`src/rtl/even_parity_serial_tx.sv`:
```
// Even-parity serial transmitter: start, DATA_W data bits LSB-first, parity, stop.
// Latency: the first start-bit cycle follows the accepting edge; a frame lasts (DATA_W+3)*BAUD_DIV cycles.
// Backpressure: in_ready is high only in IDLE. Optional PARITY_ERR_INJECT_EN adds err_inject to flip the parity bit.
module even_parity_serial_tx #(
  parameter int DATA_W   = 4,
  parameter int BAUD_DIV = 4
) (
  input  logic              clk,
  input  logic              rst_n,
  input  logic [DATA_W-1:0] in_data,
  input  logic              in_valid,
  output logic              in_ready,
  output logic              tx_out,
  output logic              tx_busy,
  output logic              parity_out,
  output logic              frame_done
`ifdef PARITY_ERR_INJECT_EN
  ,
  input  logic              err_inject
`endif
);

  localparam int CNT_W = (BAUD_DIV > 1) ? $clog2(BAUD_DIV) : 1;
  localparam int IDX_W = (DATA_W > 1) ? $clog2(DATA_W) : 1;
  localparam logic [CNT_W-1:0] CNT_LAST = CNT_W'(BAUD_DIV - 1);
  localparam logic [IDX_W-1:0] IDX_LAST = IDX_W'(DATA_W - 1);

  typedef enum logic [2:0] {
    S_IDLE,
    S_START,
    S_DATA,
    S_PARITY,
    S_STOP
  } state_t;

  state_t            state_q, state_d;
  logic [CNT_W-1:0]  cnt_q, cnt_d;
  logic [IDX_W-1:0]  idx_q, idx_d;
  logic [DATA_W-1:0] shreg_q, shreg_d;
  logic              tx_d, rdy_d, busy_d, par_d, done_d;
  logic              bit_end;
  logic              new_par;

`ifdef PARITY_ERR_INJECT_EN
  assign new_par = (^in_data) ^ err_inject;
`else
  assign new_par = ^in_data;
`endif

  always_comb begin
    state_d = state_q;
    idx_d   = idx_q;
    shreg_d = shreg_q;
    tx_d    = tx_out;
    rdy_d   = in_ready;
    busy_d  = tx_busy;
    par_d   = parity_out;
    bit_end = (cnt_q == CNT_LAST);
    cnt_d   = bit_end ? '0 : cnt_q + CNT_W'(1);

    case (state_q)
      S_IDLE: begin
        cnt_d = '0;
        if (in_valid && in_ready) begin
          shreg_d = in_data;
          par_d   = new_par;
          idx_d   = '0;
          state_d = S_START;
          tx_d    = 1'b0;
          rdy_d   = 1'b0;
          busy_d  = 1'b1;
        end
      end
      S_START: begin
        if (bit_end) begin
          state_d = S_DATA;
          tx_d    = shreg_q[0];
        end
      end
      S_DATA: begin
        if (bit_end) begin
          if (idx_q == IDX_LAST) begin
            state_d = S_PARITY;
            tx_d    = parity_out;
          end else begin
            // Shift so the next data bit always sits at bit 0.
            idx_d   = idx_q + IDX_W'(1);
            shreg_d = shreg_q >> 1;
            tx_d    = shreg_d[0];
          end
        end
      end
      S_PARITY: begin
        if (bit_end) begin
          state_d = S_STOP;
          tx_d    = 1'b1;
        end
      end
      S_STOP: begin
        if (bit_end) begin
          state_d = S_IDLE;
          idx_d   = '0;
          rdy_d   = 1'b1;
          busy_d  = 1'b0;
        end
      end
      default: begin
        state_d = S_IDLE;
        cnt_d   = '0;
        idx_d   = '0;
        tx_d    = 1'b1;
        rdy_d   = 1'b1;
        busy_d  = 1'b0;
      end
    endcase

    // Registered pulse lands on the last cycle of the stop bit.
    done_d = (state_d == S_STOP) && (cnt_d == CNT_LAST);
  end

  always_ff @(posedge clk or negedge rst_n) begin
    if (!rst_n) begin
      state_q    <= S_IDLE;
      cnt_q      <= '0;
      idx_q      <= '0;
      shreg_q    <= '0;
      tx_out     <= 1'b1;
      in_ready   <= 1'b1;
      tx_busy    <= 1'b0;
      parity_out <= 1'b0;
      frame_done <= 1'b0;
    end else begin
      state_q    <= state_d;
      cnt_q      <= cnt_d;
      idx_q      <= idx_d;
      shreg_q    <= shreg_d;
      tx_out     <= tx_d;
      in_ready   <= rdy_d;
      tx_busy    <= busy_d;
      parity_out <= par_d;
      frame_done <= done_d;
    end
  end

endmodule

```
`config.mk`:
```
export PLATFORM = sky130hd
export DESIGN_NAME = even_parity_serial_tx
export DESIGN_NICKNAME = d
export VERILOG_FILES = /design/src/rtl/even_parity_serial_tx.sv
export SDC_FILE = /design/constraint.sdc
export NUM_CORES = 1
export LEC_CHECK = 0
export CAP_MARGIN = 20
export CORE_MARGIN = 8
export CORE_UTILIZATION = 50
export DETAILED_ROUTE_END_ITERATION = 6
export PLACE_DENSITY = 0.74
export SYNTH_ARGS = -nofsm -noshare
export SYNTH_HDL_FRONTEND = slang
export SYNTH_SLANG_ARGS = --single-unit
```
`constraint.sdc`:
```
create_clock -name clk -period 4.1 [get_ports clk]
set_clock_uncertainty 0.05 [all_clocks]
set_input_delay 1.23 -clock clk [delete_from_list [all_inputs] [get_ports clk]]
set_output_delay 1.23 -clock clk [all_outputs]
set_load 0.05 [all_outputs]
```
==> flow_summary.json <==
{
  "synth-adder-area-share_pct": 4.24,
  "root_buffer": "clkbuf_4",
  "dr.first_iter.drc_count": 26,
  "start_kind": "flip-flop",
  "yosys.area_share.simple_pct": 13.8,
  "synthMuxAreaShare_pct": 8.33,
  "crit_path_top_delay_cell": "clkdlybuf4s50_1",
  "clk_pin_slew_ns": 0.10,
  "grt_first_pass_wirelength_um": 2640,
  "max_stage_delay_ns": 0.81,
  "cts_htree_levels": 1,
  "antenna_found_initial": 0,
  "overflow": 0,
  "cp-end-kind": "output pin",
  "synth_top_area_share_pct": 39.5,
  "drt-total-wl_um": 1540,
  "ir_worst_vdd_mv": 0.420,
  "synth_edf_count": 0,
  "yosysWarningCount": 0,
  "drv_cap": 0,
  "status": "completed",
  "synthCells": 82,
  "fill_cells": 137,
  "worst_pin_slew_ns": 0.722,
  "avgSynthCellArea_um2": 10.8,
  "setup_slack_ns": 1.14,
  "synth_top_family_by_area": "compound AO/OA/AOI/OAI gates",
  "dp_hpwl_um": 1170,
  "power_mw": 0.728,
  "critical_path_class": "reg -> out",
  "crit_arrival_ns": 1.68,
  "crit_fanout": 4,
  "place_ws_ns": 1.15,
  "drcViolationCount": 0,
  "synthTopCellsByArea": "dfrtp_1 (40%), a2111oi_4 (6.2%), dfstp_2 (5.9%)",
  "fin_crit_sh_pct": 72.2,
  "report.final.slew_viol_count": 0,
  "row_count": 15,
  "pin_count": 12,
  "rsz0062_at_grt": "no",
  "die_h_um": 58.1,
  "clock-sinks": 16,
  "ys_ff_latch": 16,
  "cts-buffers-inserted": 3,
  "hold_slack_ns": 0.442,
  "cp_top_family": "buffers and inverters",
  "hold_violations": 0,
  "hold_path_class": "reg -> reg",
  "dp.cells": 106,
  "grt_pass1_vias": 612,
  "final_area_um2": 1020,
  "vias": 619,
  "p_leak_nw": 0.441,
  "syn-num-nets": 92,
  "synth_xor_area_share_pct": 4.94,
  "final_common_cell": "dfrtp_1",
  "ys_seq_area_share_pct": 45.5,
  "relSlewSlack_pct": 51.7,
  "fmax_ghz": 0.338,
  "numPortBuffers": 11,
  "diodes": 0,
  "cp.buffers_inverters": 1,
  "grt_max_degree": 17,
  "routabilityCongestion": 0.762,
  "die_w_um": 58.1,
  "initial_core_util_pct": 52.4,
  "synthArstFlopShare_pct": 100,
  "fp.coreArea_um2": 1690,
  "routedWlPerCell_um": 14.0,
  "cts_tree": "done",
  "ant_nets": 0,
  "cts_resized": 0,
  "syn-cell-area_um2": 886,
  "utilization_pct": 60.1,
  "firstDrtPassIters": 4,
  "powerDensity_nw_per_um2": 716,
  "reg2reg_slack_ns": 2.24,
  "netlist.top_cell.by_area": "dfrtp_1",
  "synth_cell_types": 29,
  "ys.flop_type": "dfrtp_1",
  "clock_latency_ns": 0.30,
  "synth_compound_area_share_pct": 17.2,
  "layout_common_cells": "dfrtp_1 (14), nor2_1 (11), clkdlybuf4s50_1 (11)",
  "final_nets": 104,
  "crit_chain": "clkdlybuf4s50_1",
  "period_minus_slack_ns": 2.96,
  "ctsHoldBuffers": 0,
  "stdcell_count": 110,
  "syn2layout_area_growth_pct": 14.7,
  "cts_buffer_depth": 2,
  "setup_tns_ns": 0,
  "dpl_cell_area_um2": 980,
  "cts_setup_buffers": 0,
  "dieArea_um2": 3370,
  "drive_above_1_share_pct": 11.8,
  "grt.total_usage_pct": 10.0,
  "setup_viol": 0,
  "viasPerCell": 5.63,
  "cp.required_ns": 2.82
}
-- routing by layer --
| metal | track usage, % | up-vias | share of wire (%) | wire [um] |
|---|---|---|---|---|
| li1 | - | 310 | - | - |
| met1 | 11.9 | 287 | 47 | 723 |
| met2 | 15.1 | 16 | 45 | 697 |
| met3 | 3.31 | 6 | 5.4 | 84 |
| met4 | 6.29 | 0 | 2.5 | 39 |
| met5 | 0 | - | 0 | 0 |
-- state kept, by name, indices dropped and copies added, names as in the netlist --
| name | flops |
|---|---|
| cnt_q | 2 |
| shreg_q | 4 |
| frame_done | 1 |
| in_ready | 1 |
| idx_q | 2 |
| tx_out | 1 |
| state_q | 3 |
| tx_busy | 1 |
| parity_out | 1 |
-- cells in the mapped netlist (3+ instances only) --
master,number
o21ai_0,5
inv_1,4
nand2_1,5
xnor2_1,5
mux2i_1,4
ha_1,3
nor2_1,11
dfrtp_1,14
a21oi_1,3
-- logic make-up after synthesis --
group,count (synthesis)
AO/OA/AOI/OAI,18
XOR/XNOR,5
adder cells (fa/ha/maj),3
buffers and inverters,8
flip-flops,16
multiplexers,7
AND/OR/NAND/NOR,25
-- path summary, 6_finish.rpt --
kind | startpoint | endpoint | cells past startpoint
worst min register to register | idx_q[1]$_DFFE_PN0P_ | idx_q[1]$_DFFE_PN0P_ | 1
max in group asynchronous | rst_n | state_q[2]$_DFF_PN0_ | 1
worst min-delay path | idx_q[1]$_DFFE_PN0P_ | idx_q[1]$_DFFE_PN0P_ | 1
worst max register to register | cnt_q[0]$_DFF_PN0_ | shreg_q[3]$_DFFE_PN0P_ | 5
min in group asynchronous | rst_n | state_q[0]$_DFF_PN0_ | 1
worst max-delay path | in_ready$_DFFE_PN1P_ | in_ready | 1
-- cell type report --
type                    count  area, um2  area share [%]
inverters                   4       15.0            1.48
clock buffers               4       36.3            3.57
well taps                  17       21.3            2.09
flip-flops and latches     16        403            39.7
multi-input cells          58        430            42.4
repair buffers             11        110            10.8
-- where the power goes --
part / total [mW] / internal (mW) / switching (mW) / leakage [nW]
Sequential: 0.285 / 0.220 / 0.0649 / 0.194
Clock: 0.106 / 0.0542 / 0.0518 / 0.0210
Combinational: 0.336 / 0.150 / 0.186 / 0.226
Power figures use the tool's default switching activity.
==> RTL change 1: new RTL, same settings <==
`BAUD_DIV`: 4 -> 8.
--- a/src/rtl/even_parity_serial_tx.sv
+++ b/src/rtl/even_parity_serial_tx.sv
@@ -3,7 +3,7 @@
 // Backpressure: in_ready is high only in IDLE. Optional PARITY_ERR_INJECT_EN adds err_inject to flip the parity bit.
 module even_parity_serial_tx #(
   parameter int DATA_W   = 4,
-  parameter int BAUD_DIV = 4
+  parameter int BAUD_DIV = 8
 ) (
   input  logic              clk,
   input  logic              rst_n,
Behaviour: not the same (Yosys sat finds a counterexample within 10 cycles, from zero or initial values and one cycle with rst_n low).
==> RTL change 1 against the original RTL <==
Wire length up 19%. Hold slack lost 0.020 ns. Area after synthesis grew 8.1%. Synthesized cell count did not move. Sequential cell count is 1 higher. Final area grew 8.7%. Register-to-register slack got worse by 0.20 ns. Setup slack got worse by 0.022 ns. Critical path type unchanged. Highest routed layer unchanged.
Power is not compared: it rests on default switching activity, and its combinational part moved more than twofold at a synthesized area within 25%.
==> RTL change 1: results (changes against the original RTL) <==
Critical path
  • Cell family with most CP delay: buffers and inverters
  • Worst Path Max Fanout: 6 (+2)
  • Crit path max-delay cell type: clkdlybuf4s50_1
  • Max incr delay on CP: 0.81 ns (about the same)
  • WP data arrival: 1.70 ns (+0.02 ns)

Clock network
  • CTS Buffer Depth: 2 (unchanged)
  • Post-CTS Setup Bufs: 0 (unchanged)
  • PostCTS Resize Cnt: 0 (unchanged)
  • Root Driver: clkbuf_4
  • Clk_lat worst skew: 0.30 ns (about the same)
  • Reg clk slew, reported paths: 0.11 ns
  • H-Tree Depth: 1 (unchanged)

Layout
  • Largest regs: shreg_q (4), cnt_q (3), state_q (3)
  • Diodes inserted: 0 (unchanged)
  • Ratio of cells with drive above 1 in the final layout: 17.2% (+5.4 points)
  • Non-filler cells, final: 120 (+9.1%)
  • # nets final: 105 (+0.96%)
  • # fillers: 183 (+34%)
  • Core Util, Final: 58.7% (-1.4 points)

Power
  • Leak: 0.490 nW
  • Maximum vdd drop: 0.173 mV
  • Logic pwr share: 5.6%
  • Net Sw Frac: 23.6%
  • Power Total: 0.000279 W
  • Clk pwr: 0.0000958 W

Yosys
  • Number of synthesis warnings: 0 (unchanged)
  • Average cell area after synthesis: 11.7 sq um (+8.1%)
  • Async SR Flop Fraction: 100% (unchanged)
  • Syn Nets: 93 (+1.1%)
  • Largest cells by area after synthesis: dfrtp_1 (39%), dfstp_2 (5.5%), ha_1 (5.2%)
  • Count leader, synth: dfrtp_1
  • Sequential-to-total area share from yosys stat: 44.7% (-0.77 points)
  • Netlist cell types: 37 (+28%)

Placement
  • Routability Congestion: 0.763 (+0.17%)
  • Placed cell areas: 0.00107 sq mm (+9.7%)
  • DPL Wire Length: 1320 um (+13%)
  • PortBufs: 11 (unchanged)
  • Place WS: 1.22 ns (+0.0726 ns)

Timing
  • Relative slew slack: 49.0% (-2.7 points)

Global route
  • First-pass GRT wire length: 3070 um (+17%)
  • Initial antenna violation count: 0 (unchanged)
  • Largest net degree at the start of global routing: 18 (+1)
  • Vias in the first global route: 650 (+6.2%)
  • Total GRT Usage: 11.4% (+1.4 points)

Routing
  • Avg WL per Cell: 15.3 um (+8.7%)
  • Via Count: 662 (+6.9%)
  • Total iterations of the first detailed-routing run: 4 (unchanged)
  • Initial DRC Count: 6 (-77%)

Run status
  • Status: completed

Worst hold path
  • Hold Crit Class: reg -> reg
RTL change 1: routing by layer:
metal | track usage [%] | up-vias | wire length (um)
li1 | - | 322 | -
met1 | 13.8 | 329 | 807
met2 | 18.3 | 9 | 914
met3 | 4.30 | 2 | 96
met4 | 3.06 | 0 | 12
met5 | 0 | - | 0
RTL change 1: area by class of cell:
cell class | count | share of cell area, %
multi-input cells | 57 | 44.2
clock buffers | 3 | 2.04
repair buffers | 11 | 9.97
inverters | 4 | 1.36
clock inverters | 1 | 0.680
well taps | 27 | 3.06
flip-flops and latches | 17 | 38.7
RTL change 1: final timing paths:
| kind | slack [ns] | to | startpoint | cells after the start |
|---|---|---|---|---|
| hold reg to reg | 0.42 | cnt_q[0]$_DFF_PN0_ | cnt_q[0]$_DFF_PN0_ | 1 |
| setup reg to reg | 2.04 | shreg_q[0]$_DFFE_PN0P_ | cnt_q[0]$_DFF_PN0_ | 5 |
| hold / removal | 0.42 | cnt_q[0]$_DFF_PN0_ | cnt_q[0]$_DFF_PN0_ | 1 |
| setup / recovery | 1.12 | in_ready | in_ready$_DFFE_PN1P_ | 1 |
| min in group asynchronous | 1.31 | cnt_q[1]$_DFF_PN0_ | rst_n | 1 |
| max in group asynchronous | 2.21 | tx_busy$_DFFE_PN0P_ | rst_n | 1 |
RTL change 1: kinds of logic (layout without fill, tap and decap cells):
group	Yosys count	count (layout)	synth area share (%)
xor gates and xnor gates	5	5	4.57
and+or+nand+nor	18	18	11.2
muxes	10	10	11.5
adders and majority gates	4	4	5.23
buffers and inverters	8	19	4.31
DFF	17	17	44.7
AOI/OAI and AO/OA	20	20	18.4
RTL change 1: worst register-to-register path: stages, from the launching register on:
cell and delay, ns:
dfrtp_1 0.39, ha_1 0.18, ha_1 0.35, nand2b_2 0.13, a2111oi_4 0.48, mux2_1 0.38
==> RTL change 2: new RTL, config.mk and constraints unchanged <==
Made on the original files. The 5 states of `state_t` get a Gray code encoding in 3 bits.
--- a/src/rtl/even_parity_serial_tx.sv
+++ b/src/rtl/even_parity_serial_tx.sv
@@ -26,11 +26,11 @@
   localparam logic [IDX_W-1:0] IDX_LAST = IDX_W'(DATA_W - 1);
 
   typedef enum logic [2:0] {
-    S_IDLE,
-    S_START,
-    S_DATA,
-    S_PARITY,
-    S_STOP
+    S_IDLE   = 3'b000,
+    S_START  = 3'b001,
+    S_DATA   = 3'b011,
+    S_PARITY = 3'b010,
+    S_STOP   = 3'b110
   } state_t;
 
   state_t            state_q, state_d;
Check against the original RTL: no difference found for any inputs over 10 cycles, from zero or initial values and one cycle with rst_n low; not proved beyond that.
==> RTL change 2 against the original RTL <==
Area after synthesis up 7.6%. Synthesized cell count down 7.3%. Final area rose by 6.9%. Count of clock-buffer cells in the layout is the same. Setup slack got worse by 0.016 ns. Sequential cell count unchanged. Wire length is 13% higher. Hold slack worse by 0.018 ns. Die area up 5.5%. Cell count is 1.8% higher.
Power is not compared: it rests on default switching activity, and its combinational part moved more than twofold at a synthesized area within 25%.
==> RTL change 2: results (changes against the original RTL) <==
Yosys
  • Netlist cell types: 38 (+31%)
  • Top post-synthesis cells by count: dfrtp_1 (14), nor2_1 (5), buf_6 (4)
  • Count leader, synth: dfrtp_1
  • Async SR Flop Fraction: 100% (unchanged)
  • Number of synthesis warnings: 0 (unchanged)
  • Synth Flop Type: dfrtp_1
  • Synth top area share: 36.7% (-2.8 points)
  • Largest cells by area after synthesis: dfrtp_1 (37%), dfstp_2 (5.5%), buf_6 (4.7%)
  • Syn Nets: 86 (-6.5%)
  • Sequential-to-total area share from yosys stat: 42.3% (-3.2 points)

Critical path
  • Cell family with most CP delay: buffers and inverters
  • Max incr delay on CP: 0.82 ns
  • Crit path max-delay cell type: clkdlybuf4s50_1
  • Worst Path Max Fanout: 5 (+1)
  • WP data arrival: 1.70 ns (+0.02 ns)

Clock network
  • H-Tree Depth: 1 (unchanged)
  • PostCTS Resize Cnt: 0 (unchanged)
  • Clk_lat worst skew: 0.28 ns (-0.02 ns)
  • Reg clk slew, reported paths: 0.09 ns
  • Root Driver: clkbuf_4
  • CTS Buffer Depth: 2 (unchanged)
  • Post-CTS Setup Bufs: 0 (unchanged)
  • Total CTS buffers: 3 (unchanged)

Global route
  • Largest net degree at the start of global routing: 17 (unchanged)
  • Total GRT Usage: 10.9% (+0.91 points)
  • First-pass GRT wire length: 2970 um (+13%)
  • Grt total ovfl: 0 (unchanged)
  • Initial antenna violation count: 0 (unchanged)
  • Vias in the first global route: 659 (+7.7%)

Worst hold path
  • Hold Crit Class: reg -> reg

Placement
  • Routability Congestion: 0.694 (-8.9%)
  • Place WS: 1.35 ns (+0.197 ns)
  • DPL Wire Length: 1280 um (+8.8%)
  • PortBufs: 11 (unchanged)
  • Placed cell areas: 0.00105 sq mm (+7.2%)

Timing
  • Relative slew slack: 52.2% (+0.52 points)

Power
  • Maximum vdd drop: 0.205 mV
  • Leak: 0.535 nW

Layout
  • # nets final: 98 (-5.8%)
  • Diodes inserted: 0 (unchanged)
  • Ratio of cells with drive above 1 in the final layout: 23.0% (+11 points)
  • # fillers: 173 (+26%)
  • Largest regs: shreg_q (4), state_q (3)

Run status
  • Status: completed

Routing
  • Initial DRC Count: 8 (-69%)
  • Via/cell ratio: 5.55 (-1.3%)
  • Avg WL per Cell: 15.6 um (+11%)
  • Total iterations of the first detailed-routing run: 4 (unchanged)
==> RTL change 2: per-layer routing <==
layer  up-vias  GRT usage [%]  wire [um]
met3         0           4.28         88
met1       311           13.6        816
met2        15           16.9        843
met4         0           3.06          0
li1        296              -          -
met5         -              0          0
==> RTL change 2: cells by family after synthesis <==
| logic type | count (synthesis) | share of synthesized area (%) |
|---|---|---|
| AND/OR/NAND/NOR | 19 | 14.7 |
| flip-flops | 16 | 42.3 |
| XOR/XNOR | 4 | 3.68 |
| multiplexers | 11 | 13.9 |
| adder cells (fa/ha/maj) | 3 | 3.94 |
| buffers and inverters | 8 | 6.30 |
| AO/OA/AOI/OAI | 15 | 15.2 |
==> RTL change 2: final cells by class <==
cell class	count	area [sq um]	share of cell area, %
inverter	4	15.0	1.38
sequential	16	403	37.1
multi-input combinational	52	490	45.2
clock buffer	4	36.3	3.34
timing repair buffer	11	110	10.1
tap	25	31.3	2.88
==> RTL change 2: worst register-to-register path: cells and delay by family (launching register included) <==
family                     cells  cell delay, ns
AOI/OAI and AO/OA              1            0.29
DFF                            1            0.43
and+or+nand+nor                1            0.16
adders and majority gates      1            0.47
muxes                          1            0.34
==> RTL change 2: final timing paths <==
kind | start | end | slack [ns] | depth (start not counted)
max | in_ready$_DFFE_PN1P_ | in_ready | 1.12 | 1
min | tx_out$_DFFE_PN1P_ | tx_out$_DFFE_PN1P_ | 0.42 | 2
max reg2reg | cnt_q[0]$_DFF_PN0_ | shreg_q[2]$_DFFE_PN0P_ | 2.25 | 4
min reg2reg | tx_out$_DFFE_PN1P_ | tx_out$_DFFE_PN1P_ | 0.42 | 2
max in group asynchronous | rst_n | tx_busy$_DFFE_PN0P_ | 2.23 | 1
min in group asynchronous | rst_n | parity_out$_DFFE_PN0P_ | 1.32 | 1
==> RTL change 2: where the power goes <==
group / leakage (nW) / internal, W / total [W] / switching, W
combinational: 0.297 / 0.00000864 / 0.0000157 / 0.00000705
clock: 0.0210 / 0.0000540 / 0.000103 / 0.0000493
sequential: 0.217 / 0.000158 / 0.000158 / 0
==> RTL change 2: through the flow <==
step | cells | utilization, % | power, W
CTS | 112 | 61.6 | 0.000280
detailed placement | 108 | 59.5 | 0.000177
finish | 112 | 61.6 | 0.000277
global route | 112 | 61.6 | 0.000292
global placement | 108 | 59.5 | 0.000177
floorplan | 76 | - | 0.000166
